==> src/rtl/r5fp_pkg.sv <==
// Shared constants for the R5FP multiplier: rounding-mode codes, zStatus bit
// positions and the zStatus -> testfloat flag mapping.
package r5fp_pkg;

  localparam logic [2:0] RND_NE = 3'd0;  // nearest, ties to even
  localparam logic [2:0] RND_TZ = 3'd1;  // toward zero
  localparam logic [2:0] RND_UP = 3'd2;  // toward +inf
  localparam logic [2:0] RND_DN = 3'd3;  // toward -inf
  localparam logic [2:0] RND_NA = 3'd4;  // nearest, ties away from zero

  localparam int ZS_ZERO    = 0;
  localparam int ZS_INF     = 1;
  localparam int ZS_INVALID = 2;
  localparam int ZS_TINY    = 3;
  localparam int ZS_HUGE    = 4;
  localparam int ZS_INEXACT = 5;

  // testfloat order: {invalid, div-by-zero, overflow, underflow, inexact}
  function automatic logic [4:0] to_tf_flags(input logic [7:0] zs);
    return {zs[ZS_INVALID], 1'b0, zs[ZS_HUGE], zs[ZS_TINY], zs[ZS_INEXACT]};
  endfunction

endpackage

==> src/rtl/r5fp_mul_pipe_if.sv <==
// Operand/result bundle for r5fp_mul_pipe. The master drives operands, the
// slave (the multiplier) returns the registered product and status.
interface r5fp_mul_pipe_if #(
  parameter int EXP_W = 8,
  parameter int SIG_W = 23
);

  logic                   in_valid;
  logic [EXP_W+SIG_W:0]   a;
  logic [EXP_W+SIG_W:0]   b;
  logic [2:0]             rnd;
  logic                   out_valid;
  logic [EXP_W+SIG_W:0]   z;
  logic [7:0]             zStatus;

  modport master (
    output in_valid, a, b, rnd,
    input  out_valid, z, zStatus
  );

  modport slave (
    input  in_valid, a, b, rnd,
    output out_valid, z, zStatus
  );

endinterface

==> src/rtl/r5fp_exp_incr.sv <==
// IEEE operand -> widened format (one extra exponent bit, bias 2^EXP_W-1).
// Subnormals are normalised here so the multiplier only ever sees an implicit
// leading one; zero, inf and NaN are classified for the special-case logic.
module r5fp_exp_incr #(
  parameter int EXP_W = 8,
  parameter int SIG_W = 23
) (
  input  logic [EXP_W+SIG_W:0] x_i,
  output logic                 sign_o,
  output logic [EXP_W:0]       exp_o,
  output logic [SIG_W-1:0]     frac_o,
  output logic                 zero_o,
  output logic                 inf_o,
  output logic                 nan_o,
  output logic                 snan_o
);

  localparam int LZW = $clog2(SIG_W + 1);
  localparam logic [EXP_W:0] EXP_OFF = (EXP_W+1)'(2 ** (EXP_W - 1));

  logic [EXP_W-1:0] e;
  logic [SIG_W-1:0] f;
  logic             e_max;
  logic             e_min;
  logic [LZW-1:0]   lz;
  logic [LZW-1:0]   sh;
  logic             found;

  assign sign_o = x_i[EXP_W+SIG_W];
  assign e      = x_i[EXP_W+SIG_W-1:SIG_W];
  assign f      = x_i[SIG_W-1:0];
  assign e_max  = &e;
  assign e_min  = ~|e;

  // leading-zero count of the stored fraction
  always_comb begin
    lz    = '0;
    found = 1'b0;
    for (int i = SIG_W - 1; i >= 0; i--) begin
      if (!found) begin
        if (f[i]) found = 1'b1;
        else      lz = lz + LZW'(1);
      end
    end
  end

  // classify the operand and produce the widened exponent/fraction
  always_comb begin
    sh     = lz + LZW'(1);
    zero_o = e_min && (f == '0);
    inf_o  = e_max && (f == '0);
    nan_o  = e_max && (f != '0);
    snan_o = nan_o && !f[SIG_W-1];
    exp_o  = {1'b0, e} + EXP_OFF;
    frac_o = f;
    if (zero_o) begin
      exp_o  = '0;
      frac_o = '0;
    end else if (e_max) begin
      exp_o  = '1;
    end else if (e_min) begin
      // leading one moves to the hidden position and drops out of the fraction
      exp_o  = EXP_OFF - (EXP_W+1)'(lz);
      frac_o = f << sh;
    end
  end

endmodule

==> src/rtl/r5fp_mul_pipe.sv <==
// IEEE-754 multiplier with a registered result (latency 1).
// Build option R5FP_MUL_IN_REG_EN adds an input register stage (latency 2);
// the arithmetic is identical in both builds.
module r5fp_mul_pipe #(
  parameter int EXP_W = 8,
  parameter int SIG_W = 23
) (
  input  logic            clk,
  input  logic            reset,
  r5fp_mul_pipe_if.slave  bus
);

  import r5fp_pkg::*;

  localparam int PW = 2 * SIG_W + 2;   // exact significand product
  localparam int W  = PW + 1;          // plus one bit of shift room
  localparam int IW = EXP_W + SIG_W + 1;
  // 2*widened bias - IEEE bias: turns ea+eb into an IEEE biased exponent
  localparam logic signed [EXP_W+2:0] KOFF =
    (EXP_W+3)'((2 ** EXP_W - 1) * 2 - (2 ** (EXP_W - 1) - 1));

  logic [IW-1:0] op_a;
  logic [IW-1:0] op_b;
  logic [2:0]    op_rnd;
  logic          op_vld;

`ifdef R5FP_MUL_IN_REG_EN
  logic [IW-1:0] a_q;
  logic [IW-1:0] b_q;
  logic [2:0]    rnd_q;
  logic          vld_in_q;

  // optional input stage, cleared by reset like the output stage
  always_ff @(posedge clk or negedge reset) begin
    if (!reset) begin
      a_q      <= '0;
      b_q      <= '0;
      rnd_q    <= '0;
      vld_in_q <= 1'b0;
    end else begin
      a_q      <= bus.a;
      b_q      <= bus.b;
      rnd_q    <= bus.rnd;
      vld_in_q <= bus.in_valid;
    end
  end

  assign op_a   = a_q;
  assign op_b   = b_q;
  assign op_rnd = rnd_q;
  assign op_vld = vld_in_q;
`else
  assign op_a   = bus.a;
  assign op_b   = bus.b;
  assign op_rnd = bus.rnd;
  assign op_vld = bus.in_valid;
`endif

  logic             sa, sb;
  logic [EXP_W:0]   ea, eb;
  logic [SIG_W-1:0] fa, fb;
  logic             zero_a, zero_b, inf_a, inf_b, nan_a, nan_b, snan_a, snan_b;

  r5fp_exp_incr #(.EXP_W(EXP_W), .SIG_W(SIG_W)) u_exp_a (
    .x_i(op_a), .sign_o(sa), .exp_o(ea), .frac_o(fa),
    .zero_o(zero_a), .inf_o(inf_a), .nan_o(nan_a), .snan_o(snan_a)
  );

  r5fp_exp_incr #(.EXP_W(EXP_W), .SIG_W(SIG_W)) u_exp_b (
    .x_i(op_b), .sign_o(sb), .exp_o(eb), .frac_o(fb),
    .zero_o(zero_b), .inf_o(inf_b), .nan_o(nan_b), .snan_o(snan_b)
  );

  logic [2:0]               rm;
  logic                     sgn;
  logic [PW-1:0]            prod;
  logic                     mbit;
  logic [PW-1:0]            m;
  logic signed [EXP_W+2:0]  exp_s;
  logic                     tiny_pre;
  logic [EXP_W+2:0]         dsh;
  logic [W-1:0]             v;
  logic [W-1:0]             v_sh;
  logic                     lost;
  logic                     rbit;
  logic                     sticky;
  logic                     lsb;
  logic                     inexact;
  logic                     inc;
  logic [EXP_W+1:0]         e_pre;
  logic [EXP_W+SIG_W+1:0]   rsum;
  logic [EXP_W+1:0]         re;
  logic [SIG_W-1:0]         rf;
  logic                     ovf;
  logic                     to_inf;
  logic                     inv_op;
  logic [IW-1:0]            z_d;
  logic [7:0]               zs_d;

  // multiply, denormalise if tiny, round once, narrow back and pick specials
  always_comb begin
    rm       = (op_rnd > RND_NA) ? RND_NE : op_rnd;
    sgn      = sa ^ sb;
    prod     = PW'({1'b1, fa}) * PW'({1'b1, fb});
    mbit     = prod[PW-1];
    m        = mbit ? prod : (prod << 1);
    exp_s    = $signed({2'b00, ea}) + $signed({2'b00, eb}) - KOFF
             + $signed({{(EXP_W+2){1'b0}}, mbit});
    tiny_pre = exp_s[EXP_W+2] || (exp_s == '0);
    dsh      = tiny_pre ? ((EXP_W+3)'(1) - $unsigned(exp_s)) : '0;
    v        = {m, 1'b0};
    v_sh     = v >> dsh;
    lost     = ((v_sh << dsh) != v);
    lsb      = v_sh[SIG_W+2];
    rbit     = v_sh[SIG_W+1];
    sticky   = (|v_sh[SIG_W:0]) | lost;
    inexact  = rbit | sticky;

    case (rm)
      RND_TZ:  inc = 1'b0;
      RND_UP:  inc = inexact & ~sgn;
      RND_DN:  inc = inexact & sgn;
      RND_NA:  inc = rbit;
      default: inc = rbit & (sticky | lsb);
    endcase

    // a carry out of the fraction bumps the exponent, including subnormal->normal
    e_pre  = tiny_pre ? '0 : exp_s[EXP_W+1:0];
    rsum   = {e_pre, v_sh[W-2:SIG_W+2]} + (EXP_W+SIG_W+2)'(inc);
    re     = rsum[EXP_W+SIG_W+1:SIG_W];
    rf     = rsum[SIG_W-1:0];
    ovf    = re >= (EXP_W+2)'(2 ** EXP_W - 1);
    to_inf = (rm == RND_NE) || (rm == RND_NA)
          || ((rm == RND_UP) && !sgn) || ((rm == RND_DN) && sgn);
    inv_op = (inf_a && zero_b) || (zero_a && inf_b);

    z_d  = '0;
    zs_d = '0;
    if (nan_a || nan_b || inv_op) begin
      z_d = {1'b0, {EXP_W{1'b1}}, 1'b1, {(SIG_W-1){1'b0}}};
      zs_d[ZS_INVALID] = inv_op || snan_a || snan_b;
    end else if (inf_a || inf_b) begin
      z_d = {sgn, {EXP_W{1'b1}}, {SIG_W{1'b0}}};
      zs_d[ZS_INF] = 1'b1;
    end else if (zero_a || zero_b) begin
      z_d = {sgn, {(EXP_W+SIG_W){1'b0}}};
      zs_d[ZS_ZERO] = 1'b1;
    end else if (ovf) begin
      z_d = to_inf ? {sgn, {EXP_W{1'b1}}, {SIG_W{1'b0}}}
                   : {sgn, {(EXP_W-1){1'b1}}, 1'b0, {SIG_W{1'b1}}};
      zs_d[ZS_INF]     = to_inf;
      zs_d[ZS_HUGE]    = 1'b1;
      zs_d[ZS_INEXACT] = 1'b1;
    end else begin
      z_d = {sgn, re[EXP_W-1:0], rf};
      zs_d[ZS_ZERO]    = (re == '0) && (rf == '0);
      zs_d[ZS_TINY]    = (re == '0) && inexact;
      zs_d[ZS_INEXACT] = inexact;
    end
  end

  logic          vld_q;
  logic [IW-1:0] z_q;
  logic [7:0]    zs_q;

  // output register; result holds while no new operands arrive
  always_ff @(posedge clk or negedge reset) begin
    if (!reset) begin
      vld_q <= 1'b0;
      z_q   <= '0;
      zs_q  <= '0;
    end else begin
      vld_q <= op_vld;
      if (op_vld) begin
        z_q  <= z_d;
        zs_q <= zs_d;
      end
    end
  end

  assign bus.out_valid = vld_q;
  assign bus.z         = z_q;
  assign bus.zStatus   = zs_q;

endmodule

==> src/flat_wrapper.sv <==
// flat-port wrapper written by rule: the top's interface ports become plain ports
module r5fp_mul_pipe_flat import r5fp_pkg::*;
#(
  parameter int EXP_W = 8,
  parameter int SIG_W = 23
)
  (clk, reset, bus_in_valid, bus_a, bus_b, bus_rnd, bus_out_valid, bus_z, bus_zStatus);
  r5fp_mul_pipe_if #(.EXP_W(EXP_W), .SIG_W(SIG_W)) bus_i ();
  input  logic clk;
  input  logic reset;
  input wire logic [$bits(bus_i.in_valid)-1:0] bus_in_valid;
  input wire logic [$bits(bus_i.a)-1:0] bus_a;
  input wire logic [$bits(bus_i.b)-1:0] bus_b;
  input wire logic [$bits(bus_i.rnd)-1:0] bus_rnd;
  output wire logic [$bits(bus_i.out_valid)-1:0] bus_out_valid;
  output wire logic [$bits(bus_i.z)-1:0] bus_z;
  output wire logic [$bits(bus_i.zStatus)-1:0] bus_zStatus;
  assign bus_i.in_valid = bus_in_valid;
  assign bus_i.a = bus_a;
  assign bus_i.b = bus_b;
  assign bus_i.rnd = bus_rnd;
  assign bus_out_valid = bus_i.out_valid;
  assign bus_z = bus_i.z;
  assign bus_zStatus = bus_i.zStatus;
  r5fp_mul_pipe #(.EXP_W(EXP_W), .SIG_W(SIG_W)) u_core (.clk(clk), .reset(reset), .bus(bus_i));
endmodule
==> config.mk <==
export PLATFORM = sky130hd
export DESIGN_NAME = r5fp_mul_pipe_flat
export DESIGN_NICKNAME = d
export VERILOG_FILES = /design/src/rtl/r5fp_pkg.sv /design/src/rtl/r5fp_mul_pipe_if.sv /design/src/rtl/r5fp_exp_incr.sv /design/src/rtl/r5fp_mul_pipe.sv /design/src/flat_wrapper.sv
export SDC_FILE = /design/constraint.sdc
export NUM_CORES = 2
export LEC_CHECK = 0
export BUFFER_PORTS_ARGS = -buffer_cell sky130_fd_sc_hd__buf_4
export CORE_UTILIZATION = 39
export DETAILED_ROUTE_END_ITERATION = 16
export MAX_ROUTING_LAYER = met4
export PLACE_DENSITY_LB_ADDON = 0.2
export SLEW_MARGIN = 20
export SYNTH_ARGS = -nofsm -noshare
export SYNTH_HDL_FRONTEND = slang
export SYNTH_SLANG_ARGS = --single-unit
==> constraint.sdc <==
create_clock -name clk -period 1.3 [get_ports clk]
set_input_delay 0.065 -clock clk [delete_from_list [all_inputs] [get_ports clk]]
set_output_delay 0.065 -clock clk [all_outputs]
set_load 0.02 [all_outputs]
## After elaboration in Yosys (flattened, before gate mapping)

Cells that the tools add are included.

- Latch bits: 0
- Memory bits (read-only): 0
- Logic and storage cells: 333
- Input bits: 70
- Flip-flop bits (word level): 39
- Memories: 0
- Bits in writable memories: 0

- Muxes and demuxes: 212
- $add $sub $neg: 55
- Magnitude comparators: 2
- Reduce and logical (&&, ||, !) cells: 43
- Multipliers: 1
- Equal/unequal tests: 5
- Bitwise logic cells: 8
- Div/mod/pow operators: 0
- Shift-type cells: 4

Operator list:

| kind | number |
|---|---|
| $mux W5 | 88 |
| $add A5 B1 Y5 const B | 46 |
| $mux W23 | 6 |
| $mux W1 | 98 |
| $mux W31 | 3 |
| $logic_not A23 Y1 | 3 |
| $mux W9 | 6 |
| $ne A49 B49 Y1 | 1 |
| $shl A49 B11 Y49 | 1 |
| $shr A49 B11 Y49 | 1 |
| $mul A24 B24 Y48 | 1 |
| $mux W48 | 1 |
| $reduce_bool A23 Y1 | 2 |
| $shl A23 B5 Y23 | 2 |
| $add A33 B1 Y33 | 1 |
| $mux W32 | 1 |
| $mux W24 | 1 |
| $reduce_or A24 Y1 | 1 |
| $add A8 B8 Y9 const B | 2 |
| $sub A8 B5 Y9 const A | 2 |
| $reduce_and A8 Y1 | 2 |
| $reduce_or A8 Y1 | 2 |
| $logic_and A1 B1 Y1 | 14 |
| $mux W3 | 4 |
| other kinds (22) | 41 |

## Longest topological paths before layout

- Word-level depth: 91
- Gate-level depth with buffers: 141
- Mapped depth without buffers: 124

## Modules after synthesis

From an unflattened synthesis, not the netlist that was laid out.

- Cells, all modules: 5,613
- Area, all modules: 41,189.5 um2

Modules (own cells, without submodules):

| module | cells each | area an instance (um2) | times used | sequential area each (um2) |
|---|---|---|---|---|
| r5fp_mul_pipe | 4,404 | 32,809.0 | 1 | 975.9 |
| r5fp_exp_incr (u_core.u_exp_b) | 648 | 4,384.2 | 1 | 0.0 |
| r5fp_exp_incr (u_core.u_exp_a) | 561 | 3,996.3 | 1 | 0.0 |

## Worst setup path before layout

OpenSTA, ideal clock, no wires.

- Path type: input -> register
- Start: input bus_a[21]
- End: register u_core.z_q[10], in the netlist u_core.bus.z[10]
- Arrival time: 26.831 ns
- Data required time: 1.165 ns
- Buffers on the path: 21
- Stages on the path: 136
- Setup slack: -25.666 ns
- Cell sequence: clkbuf_1 > inv_1 > a21oi_1 > ha_1 > nand2b_1 > a21boi_0 > ha_1 > clkbuf_1 > nand2b_1 > a21oi_1 > ha_1 > nand2_1 > o21ai_0 > ha_1 > nor2_1 > a211oi_1 > a21oi_1 > o22a_1 > [100 not listed] > or4_1 > nor4_1 > a21oi_1 > ha_1 > nand4b_1 > or3_1 > and3b_1 > clkbuf_1 > nand3_1 > xnor2_1 > nand2_1 > nor4_1 > a31o_2 > buf_2 > nand2_1 > nand2_1 > buf_2 > o22ai_1

- Word-level cells in the longest chain between the ends: 88
- Elaborated cells on any way between the ends: 135
- Classes of those cells: add/sub (28); mul (1); order compare (1); eq/ne (1); shift (3); mux (80); bitwise (6); reduce/logical (15)

Ends and longest elaborated chain:

| element | RTL line | source |
|---|---|---|
| start, declared | flat_wrapper.sv:12 | `input wire logic [$bits(bus_i.a)-1:0] bus_a;` |
| parallel branches: the longest is 87 deep, another holds $add A5 B1 Y5 | n/a |  |
| $mux W32 * | r5fp_mul_pipe.sv:139 | `if (nan_a \|\| nan_b \|\| inv_op) begin` |
| end signal, assigned | r5fp_mul_pipe.sv:175 | `z_q <= z_d;` |
| end, declared | r5fp_mul_pipe.sv:163 | `logic [IW-1:0] z_q;` |

Every way passes the cells marked *.
A chain may end at the register's enable or synchronous reset.

## Worst setup path in the final report

- Start: input bus_a[21]
- End: register u_core.zs_q[5], in the netlist u_core.bus.zStatus[5]

- Word-level cells in the longest chain between the ends: 88
- Elaborated cells on any way between the ends: 135
- Classes of those cells: add/sub (28); mul (1); order compare (1); eq/ne (1); shift (3); mux (80); bitwise (6); reduce/logical (15)

Ends and longest elaborated chain:

| element | RTL line | source |
|---|---|---|
| parallel branches: the longest is 87 deep, another holds $add A5 B1 Y5 | n/a |  |
| $mux W3 * | r5fp_mul_pipe.sv:139 |  |
| end signal, assigned | r5fp_mul_pipe.sv:176 | `zs_q <= zs_d;` |
| end, declared | r5fp_mul_pipe.sv:164 | `logic [7:0] zs_q;` |

Marks and branches as above.

==> results_dict.tcl <==
set metrics [dict create \
    clock-sinks 39 \
    critPathArrivalTime_ns 24.40 \
    syn_area_um2 40800 \
    dr.pass1.iters 7 \
    ctsLongestPathBuffers 2 \
    die_height_um 325 \
    synth_edf_count 0 \
    tritoncts "yes" \
    register_area_um2 976 \
    vias_per_cell 5.93 \
    clockRootBuffer "clkbuf_16" \
    globalRouteTotalUtil 0.423 \
    grt_max_degree 63 \
    cpLargestDelayFamily "adder cells" \
    fp.coreArea_um2 103000 \
    grt_first_pass_wirelength_um 332000 \
    clock_buffer_count_from_cts 5 \
    ys_types 111 \
    area.growth.synth_to_final_pct 51.7 \
    yosysWarningCount 0 \
    worst_setup_path_start_kind "primary input" \
    synthesis.area_per_instance_um2 7.19 \
    slew_headroom 0.236 \
    crit_path_frequent_cell "buf_4" \
    clk_pin_slew_ns 0.06 \
    final_util 0.597 \
    final-setup-viol-count 38 \
    crit_required_ns 1.45 \
    drt_iter0_markers 6300 \
    finalHoldViolations 0 \
    layout_min_cycle_time_ns 24.25 \
    initial_utilization 0.394 \
    max_slew.worst_pin.slew_ns 1.14 \
    placement.io_buffers 108 \
    routed_wl_um 223000 \
    fillers 9637 \
    floorplan.die.width_um 325 \
    grt_setup_unrepaired "yes" \
    multiInputGateArea_um2 38500 \
    placement_rows 118 \
    drc_violations 0 \
    grt_remaining_overflow 0 \
    worst_path_slowest_cell "fa_2" \
    criticalPathCategory "primary input to flip-flop" \
    whs_ns 0.264 \
    hold_path_class "primary input to flip-flop" \
    crit_path_max_fanout 9 \
    synth_seq_cells 39 \
    slew_viol_final 0 \
    status "complete, but fails checks" \
    vias 52800 \
    place_hpwl_um 188000 \
    ys_async_sr_fraction 1.00 \
    worst_hold_startpoint "bus_a[31]" \
    grt_antenna_before_repair 7 \
    clock_latency_ns 0.29 \
    grt_pass1_vias 52200 \
    final_min_period_over_clock_period 18.7 \
    design.portCount 111 \
    fin_worst_skew_ns 0 \
    crit_path_max_incr_delay_ns 0.56 \
    max-cap-violations 0 \
    final_nets 8301 \
    ff2ff_setup_slack_ns 0.35 \
    post_drt_wl_per_cell_um 25.0 \
    timing.final.ws_setup_ns -22.95 \
    dominantRegCellSynth "dfrtp_1" \
    final_weighted_congestion_of_routability_driven_global_placement 1.20 \
    max_clock_freq_ghz 0.0412 \
    drive_gt1_frac 0.368 \
    synthCells 5665 \
    synth_seq_area_share 0.0239 \
    antenna_violating_nets_post_route 0 \
    setup.worst_path.end_class "flip-flop" \
    die_area_um2 106000 \
    violations_in_the_final_reports "negative setup slack" \
    timing.critical_path.from "bus_a[21]" \
    cp_buf_inv_count 25 \
    critical_path.reg2reg.startpoint "u_core.bus.z[22]" \
    dp_slack_ns -24.40 \
    cts.htree.levels 2 \
]
## synthesized netlist by cell type (all sizes together) (36+ instances only)
cell type  count  area, um^2
xnor2        135        1230
xor2          48         428
nand2b        53         334
or3           49         307
ha           230        2880
nor3         150         778
mux2i        173        1740
a22oi         51         383
nor4          49         337
nand3        139         706
and2         101         632
a31oi         78         503
o22ai         94         588
o21a          36         270
o21ai        231        1160
clkbuf       283        1060
buf           64         285
a211oi        89         673
mux2          40         450
nor2         550        2090
fa           483        9670
dfrtp         39         976
o211ai        60         450
and3          42         263
nand4         62         388
a21o          36         270
a21oi        266        1340
nand2        786        2950
inv          687        2580
nor2b         50         313
## registers in the layout (all words and copies together), names as in the netlist
name                  cells
u_core.bus.z             32
u_core.bus.out_valid      1
u_core.bus.zStatus        6
## per-stage QoR
stage	std cells	area, um^2	TNS [ns]
3_3_place_gp	8736	58300	-878.41
3_5_place_dp	8736	58300	-878.39
6_report	8906	61800	-824.69
2_1_floorplan	5666	42000	-798.61
5_1_grt	8906	61800	-862.28
4_1_cts	8867	61000	-802.99
## worst paths after layout
| path | to | depth (start not counted) |
|---|---|---|
| worst max-delay path | u_core.bus.zStatus[5] | 129 |
| worst min-delay path | u_core.bus.z[31] | 5 |
| worst max register to register | u_core.bus.z[22] | 2 |
| worst min register to register | u_core.bus.z[28] | 1 |
| max in group asynchronous | u_core.bus.z[20] | 2 |
| min in group asynchronous | u_core.bus.z[31] | 2 |
## metal layers
layer	global-route usage	up-vias	wire (um)
met5	-	-	0
met4	0.197	0	13900
met3	0.108	705	25200
met2	0.599	3130	90800
met1	0.561	25600	92500
li1	-	23300	-
## cells by family (layout without fill, tap and decap cells)
kind of cell,count (synthesis),after routing,synth area share
muxes,220,220,0.0577
xor gates and xnor gates,193,193,0.0464
DFF,39,39,0.0239
adders and majority gates,718,718,0.309
other,1,9,0.0000920
and+or+nand+nor,2140,2140,0.244
buffers and inverters,1039,2892,0.0968
AOI/OAI and AO/OA,1315,1315,0.222
## area by class of cell
cell class / instances / area share
diodes: 7 / 0.000283
multi-input cells: 4588 / 0.623
inverters: 692 / 0.0425
well taps: 1380 / 0.0279
flip-flops and latches: 39 / 0.0158
clock inverters: 3 / 0.000708
repair buffers: 2192 / 0.288
clock buffers: 5 / 0.00202
## cell usage in the layout, fill, tap and decap left out, types with 50 or more instances in the layout
master / n
nor3_1: 129
nand4_1: 62
nor2_1: 515
mux2i_1: 156
fa_1: 473
nand2_1: 755
ha_1: 208
o21ai_0: 179
inv_1: 664
a211oi_1: 60
o22ai_1: 77
a31oi_1: 64
nand3_1: 131
and2_1: 94
buf_4: 2058
nand2b_1: 50
a21oi_1: 217
o211ai_1: 60
xnor2_1: 127
buf_12: 84
## worst register-to-register path, stage by stage (launching register included)
cell and delay [ns]:
dfrtp_1 0.44, o21a_1 0.19, a31o_2 0.21
## repair_timing
action,CTS,global route
endpoints found under the setup margin,38,38
hold buffers,1,0
setup buffers,121,31
gates cloned,5,1
gates resized for setup,325,96
pin swaps,108,64
endpoints found under the hold margin,39,0
Power is not shown: default switching activity piles up to over one toggle a cycle in this logic, so the estimate is an artifact.
